<file path="src/rtl/priority_demux.sv">
// priority_demux: routes one valid/ready input stream to OUTPUTS lanes.
// Each word goes to the lowest-index lane that is both selected by i_sel and
// free (empty, or draining this cycle). Each lane owns a one-entry registered
// output buffer. A word with an all-zero i_sel is accepted and discarded.
// Optional feature macro: PRIORITY_DEMUX_STATS_EN adds accept/drop counters.
module priority_demux #(
  parameter int OUTPUTS = 19,
  parameter int WIDTH   = 32
) (
  input  logic                              clk,
  input  logic                              rst,
  input  logic                              i_valid,
  output logic                              i_ready,
  input  logic [OUTPUTS-1:0]                i_sel,
  input  logic [WIDTH-1:0]                  i_data,
  output logic [OUTPUTS-1:0]                o_valid,
  input  logic [OUTPUTS-1:0]                o_ready,
`ifdef PRIORITY_DEMUX_STATS_EN
  output logic [OUTPUTS-1:0][WIDTH-1:0]     o_data,
  output logic [31:0]                       o_accept_cnt,
  output logic [31:0]                       o_drop_cnt
`else
  output logic [OUTPUTS-1:0][WIDTH-1:0]     o_data
`endif
);

  // A lane can take a word if it is empty or its current word leaves this cycle.
  logic [OUTPUTS-1:0] free_lane;
  logic [OUTPUTS-1:0] eligible;
  logic [OUTPUTS-1:0] grant;
  logic [OUTPUTS-1:0] load;
  logic               sel_none;
  logic               routed;

  assign free_lane = ~o_valid | o_ready;
  assign eligible  = i_sel & free_lane;
  assign sel_none  = (i_sel == '0);
  assign i_ready   = (|eligible) | sel_none;
  assign routed    = i_valid & (|eligible);
  assign load      = grant & {OUTPUTS{i_valid}};

  // Lowest-index eligible lane wins; at most one grant bit is set.
  always_comb begin
    logic found;
    grant = '0;
    found = 1'b0;
    for (int k = 0; k < OUTPUTS; k++) begin
      if (eligible[k] && !found) begin
        grant[k] = 1'b1;
        found    = 1'b1;
      end
    end
  end

  // One output buffer per lane; data holds after drain, reload beats drain.
  for (genvar gi = 0; gi < OUTPUTS; gi++) begin : g_lane
    logic             valid_reg;
    logic [WIDTH-1:0] data_reg;

    // Lane buffer: reset clears, load fills, consumer handshake empties.
    always_ff @(posedge clk) begin
      if (rst) begin
        valid_reg <= 1'b0;
        data_reg  <= '0;
      end else if (load[gi]) begin
        valid_reg <= 1'b1;
        data_reg  <= i_data;
      end else if (o_ready[gi]) begin
        valid_reg <= 1'b0;
      end
    end

    assign o_valid[gi] = valid_reg;
    assign o_data[gi]  = data_reg;
  end

`ifdef PRIORITY_DEMUX_STATS_EN
  logic [31:0] accept_cnt_reg;
  logic [31:0] drop_cnt_reg;

  // Counters wrap naturally at 2^32; a dropped word is an accepted all-zero-select word.
  always_ff @(posedge clk) begin
    if (rst) begin
      accept_cnt_reg <= '0;
      drop_cnt_reg   <= '0;
    end else begin
      if (routed) begin
        accept_cnt_reg <= accept_cnt_reg + 32'd1;
      end
      if (i_valid && sel_none) begin
        drop_cnt_reg <= drop_cnt_reg + 32'd1;
      end
    end
  end

  assign o_accept_cnt = accept_cnt_reg;
  assign o_drop_cnt   = drop_cnt_reg;
`endif

endmodule

</file>
<file path="config.mk">
export PLATFORM = sky130hd
export DESIGN_NAME = priority_demux
export DESIGN_NICKNAME = d
export VERILOG_FILES = /design/src/rtl/priority_demux.sv
export SDC_FILE = /design/constraint.sdc
export NUM_CORES = 1
export LEC_CHECK = 0
export CAP_MARGIN = 20
export CORE_AREA = 2 2 271 273
export DETAILED_ROUTE_END_ITERATION = 6
export DIE_AREA = 0 0 273 275
export SYNTH_ARGS = -nofsm -noshare
export SYNTH_HDL_FRONTEND = slang
export SYNTH_SLANG_ARGS = --single-unit
</file>
<file path="constraint.sdc">
create_clock -name clk -period 2.9 [get_ports clk]
set_clock_uncertainty 0.1 [all_clocks]
set_input_delay 0.435 -clock clk [delete_from_list [all_inputs] [get_ports clk]]
set_output_delay 0.435 -clock clk [all_outputs]
set_load 0.05 [all_outputs]
</file>
### Word level (Yosys, flattened, before mapping)

Cells that the tools add are included.

| operators by class | value |
|---|---|
| add/sub/neg operators | 0 |
| $mul | 0 |
| div/mod/pow operators | 0 |
| magnitude comparators | 0 |
| equality and inequality tests | 0 |
| shift-type cells | 0 |
| multiplexer cells | 74 |
| bitwise logic cells | 5 |
| reduce and logical (&&, ||, !) cells | 57 |

Operators by type and width:

| operator | count |
|---|---|
| $mux 1 | 74 |
| $and 19x19->19 | 2 |
| $reduce_bool 2->1 | 19 |
| $logic_not 19->1 | 1 |
| $not 19->19 | 1 |
| $or 19x19->19 | 1 |
| $reduce_or 19->1 | 1 |
| $logic_and 1x1->1 | 18 |
| $logic_not 1->1 | 18 |
| $or 1x1->1 | 1 |

| word-level totals | value |
|---|---|
| flip-flop bits (word level) | 627 |
| latch bits | 0 |
| RAM bits | 0 |
| bits in read-only memories | 0 |
| output and inout bits | 628 |
| memories | 0 |

### Depth between registers and ports, before layout

| depth | value |
|---|---|
| depth in word-level cells | 60 |
| gate-level depth with buffers | 9 |

### Worst setup path before layout

OpenSTA, ideal clock, no wires.

| timing path | value |
|---|---|
| path type | input -> output |
| start | input port o_ready[8] |
| end | output port i_ready |
| arrival | 1.987 ns |
| data required time | 2.365 ns |
| slack | 0.378 ns |
| cell stages on the path | 4 |
| path buffers | 0 |
| cells stage by stage | nand2b_4 > a222oi_1 > nand4_1 > or4_1 |

| between the ends | value |
|---|---|
| cells in the longest elaborated chain, start to end | 4 |

Ends and longest elaborated chain:

| element | line | source |
|---|---|---|
| start, declared | 17 | `input logic [OUTPUTS-1:0] o_ready,` |
| $or 19x19->19 | 35 | `assign free_lane = ~o_valid \| o_ready;` |
| $and 19x19->19 | 36 | `assign eligible = i_sel & free_lane;` |
| $reduce_or 19->1 | - |  |
| $or 1x1->1 | 38 | `assign i_ready = (\|eligible) \| sel_none;` |
| end, declared | 13 | `output logic i_ready,` |

Every way passes these cells.

### Worst setup path in the final report

| timing path | value |
|---|---|
| start | register g_lane[8].valid_reg |
| end | output port i_ready |

| between the ends | value |
|---|---|
| cells in the longest elaborated chain, start to end | 5 |

Ends and longest elaborated chain:

| element | line | source |
|---|---|---|
| start, declared | 57 | `logic valid_reg;` |
| start signal, assigned | 63 | `valid_reg <= 1'b0;` |
| start signal, assigned | 66 | `valid_reg <= 1'b1;` |
| start signal, assigned | 69 | `valid_reg <= 1'b0;` |
| $not 19->19 | 35 |  |
| $or 19x19->19 | 35 |  |
| $and 19x19->19 | 36 |  |
| $reduce_or 19->1 | - |  |
| $or 1x1->1 | 38 |  |

Every way passes these cells.

==> summary.txt <==
Drt
  – Iteration-0 DRC Markers: between 1500 and 2000
  – Routed WL per cell: between 20 and 25 um
  – DRT Pass-1 Iters: 7
  – Via/cell ratio: between 5 and 6
  – Final Routed Wirelength: between 90000 and 100000 um
  – Drt drc: 2
  – ANT nets after route: 0
  – Via count: approximately 21000

Yosys
  – Register area share after synthesis: 0.531
  – Yosys top cell area share: 0.531
  – Synthesized cell area: 23600 um2
  – Top_reg_cell synth: dfxtp_1
  – Syn_nets: approximately 2600
  – Synthesized instance count: approximately 2500
  – Area leader, netlist: dfxtp_1
  – YS warnings: 0
  – Post-synth cell types: 32
  – Post-synth EDFFs: 0
  – FF+latch count, synth: 627
  – Avg Synthesized Cell Area: approximately 9.4 um2
  – Area contributors post-synth: dfxtp_1 53%, mux2i_1 15%, nand2b_1 7.3%
  – Asr flop ratio synth: 0

Global route
  – First-pass GRT wire length: around 140000 um
  – GR Util met2: 0.397
  – Largest net degree at the start of global routing: around 120
  – Initial antenna violation count: 3
  – Met1 usage: 0.308
  – Grt total ovfl: 0
  – Vias in the first global route: between 20000 and 25000
  – Gr usage total: 0.246
  – Busiest grt layer: met2
  – M3 GR Usage: 0.0713

Outcome
  – Failing checks: DRC
  – Status: finished, violations left

Die
  – Chip height: ~280 um
  – Chip Width: between 200 and 300 um
  – CORE AREA: around 72000 um2
  – Std-Cell Rows: 99
  – Io pins: around 700
  – Die Area: about 75000 um2
  – Starting Density: 0.326

Setup path
  – Required time of the critical path: between 2 and 2.5 ns
  – Crit start category: flip-flop
  – Crit Path Max Fanout: 2
  – CP arrival: between 2 and 2.5 ns
  – CP endpoint kind: output pin
  – WS Path Type: flip-flop to output pin

Timing
  – Post-layout minimum cycle time: 2.89 ns
  – Tcrit/Tclk final: 0.995
  – Setup TNS: 0 ns
  – Worst hold margin: 0.162 ns
  – Slew HR: 0.493
  – Max Freq: ~350 MHz
  – Setup violations, final: 0
  – RSZ-0062 raised after global routing: yes
  – Max Slew Vio Count: 0
  – Final hold vios: 0
  – Slew @ Worst Pin: 0.761 ns

Run
  – Max-capacitance violation count: 0

Power
  – Leak pwr: 0.0140 uW
  – Worst vdd ir: ~500 uV
  – Power Density: approximately 560 nW/um2

Final layout
  – Final Instance Area: 34500 um2
  – Nets@finish: 3224
  – Area growth, synth to finish: 46.1%
  – Layout cell share with drive strength beyond 1: 0.0818
  – Post-Route Utilization: 0.477
  – Largest register FFs: 608
  – Non-Filler Instances: 4161

CTS
  – CTS tree: yes
  – Hold bufs inserted after CTS: 0
  – CTS buffer count: roughly 70
  – TritonCTS Sinks: between 600 and 700
  – Clk slew on worst S/H paths: ~0.050 ns
  – Latest clock arrival within the worst-skew pair: 0.61 ns
  – CTS HTree Levels: 3
  – Max clock buf depth: 3
  – Clock root buffer: clkbuf_16

Placement
  – Placed wire-length estimate: roughly 66000 um
  – Placed Cells: 4032
  – Area post-placement: 32000 um2
  – Port Buf Inserts: 700
  – Final GP Congestion: 0.914

Hold path
  – Hold WC Path Type: input pin to flip-flop
[metal layers]
| layer | wire, um | share of wire |
|---|---|---|
| met1 | 39800 | 0.41 |
| met2 | 44000 | 0.46 |
| met3 | 9060 | 0.094 |
| met4 | 3750 | 0.039 |
| met5 | 0 | 0 |
[Yosys cell counts, drive strengths merged (5+ instances only)]
cell type,count
nor4,5
buf,63
nand3,169
dfxtp,627
nand2,210
o21ai,160
mux2i,352
and3,5
a21oi,275
nor2,128
nand4,10
nand2b,275
clkbuf,195
[cell usage in the layout, fill, tap and decap left out, drive strengths merged]
master | Yosys | final
mux2i | 352 | 352
a222oi | 3 | 3
nand2b | 275 | 275
diode | 0 | 1
and4 | 4 | 4
or3 | 1 | 1
a21oi | 275 | 275
inv | 4 | 7
a21boi | 1 | 1
nand4b | 3 | 3
and2 | 2 | 2
clkbuf | 195 | 106
nor2b | 2 | 2
bufinv | 0 | 4
nand4 | 10 | 10
clkinvlp | 0 | 2
dfxtp | 627 | 627
nand3 | 169 | 169
nand2 | 210 | 210
nor2 | 128 | 128
clkinv | 0 | 9
nor3b | 1 | 1
or4b | 1 | 1
and4b | 1 | 1
a22oi | 4 | 4
or4 | 2 | 2
and3 | 5 | 5
o21ai | 160 | 160
buf | 63 | 132
a221oi | 2 | 2
clkdlybuf4s50 | 0 | 698
nor4 | 5 | 5
[area by class of cell]
type / instances / area (um2)
Tap cell: 959 / 1200
Timing Repair Buffer: 830 / 8370
Fill cell: 6711 / 37800
Antenna cell: 1 / 2.50
Multi-Input combinational cell: 1616 / 9970
Inverter: 4 / 15.0
Sequential cell: 627 / 12600
Clock buffer: 106 / 2120
Clock inverter: 18 / 265
[through the flow]
step,power [uW],setup slack (ns)
2_1_floorplan,9570,0.378
3_3_place_gp,10200,-0.286
3_5_place_dp,10200,-0.268
4_1_cts,19300,0.00185
5_1_grt,19700,-0.0499
6_report,19200,0.0146
[power by group]
| part | internal [uW] | switching [uW] |
|---|---|---|
| logic | 427 | 898 |
| clock network | 5450 | 3690 |
| registers | 8680 | 35.6 |
[worst max-delay path: stages (launching register included)]
cell and delay, ns:
dfxtp_1 0.40, nand2b_4 0.07, a222oi_1 0.37, buf_4 0.18
nand4_1 0.12, or4_4 0.46, buf_8 0.17
[kinds of logic (layout without fill, tap and decap cells)]
family / Yosys count / count (layout) / synth area share
compound gates: 445 / 445 / 0.0960
flops: 627 / 627 / 0.531
buf+inv: 262 / 958 / 0.0496
mux: 352 / 352 / 0.149
other cells: 0 / 1 / 0
simple gates: 819 / 819 / 0.174
[worst paths after layout]
| check | slack [ns] | startpoint | end | cells past startpoint |
|---|---|---|---|---|
| setup reg to reg | 0.19 | g_lane[8].valid_reg | g_lane[18].data_reg[5] | 8 |
| setup / recovery | 0.01 | g_lane[8].valid_reg | i_ready | 6 |
| hold / removal | 0.16 | rst | g_lane[10].data_reg[22] | 2 |
| hold reg to reg | 0.35 | g_lane[1].data_reg[25] | g_lane[1].data_reg[25] | 2 |
[repair_timing]
| item | CTS | global route |
|---|---|---|
| setup endpoints to repair | 1 | 1 |
| pin swaps | 5 | 0 |
| gates cloned | 0 | 0 |
| endpoints found under the hold margin | 0 | 0 |
| buffers inserted | 4 | 0 |
| gates resized for setup | 9 | 1 |
No activity file was read; power rests on OpenSTA's default activity.
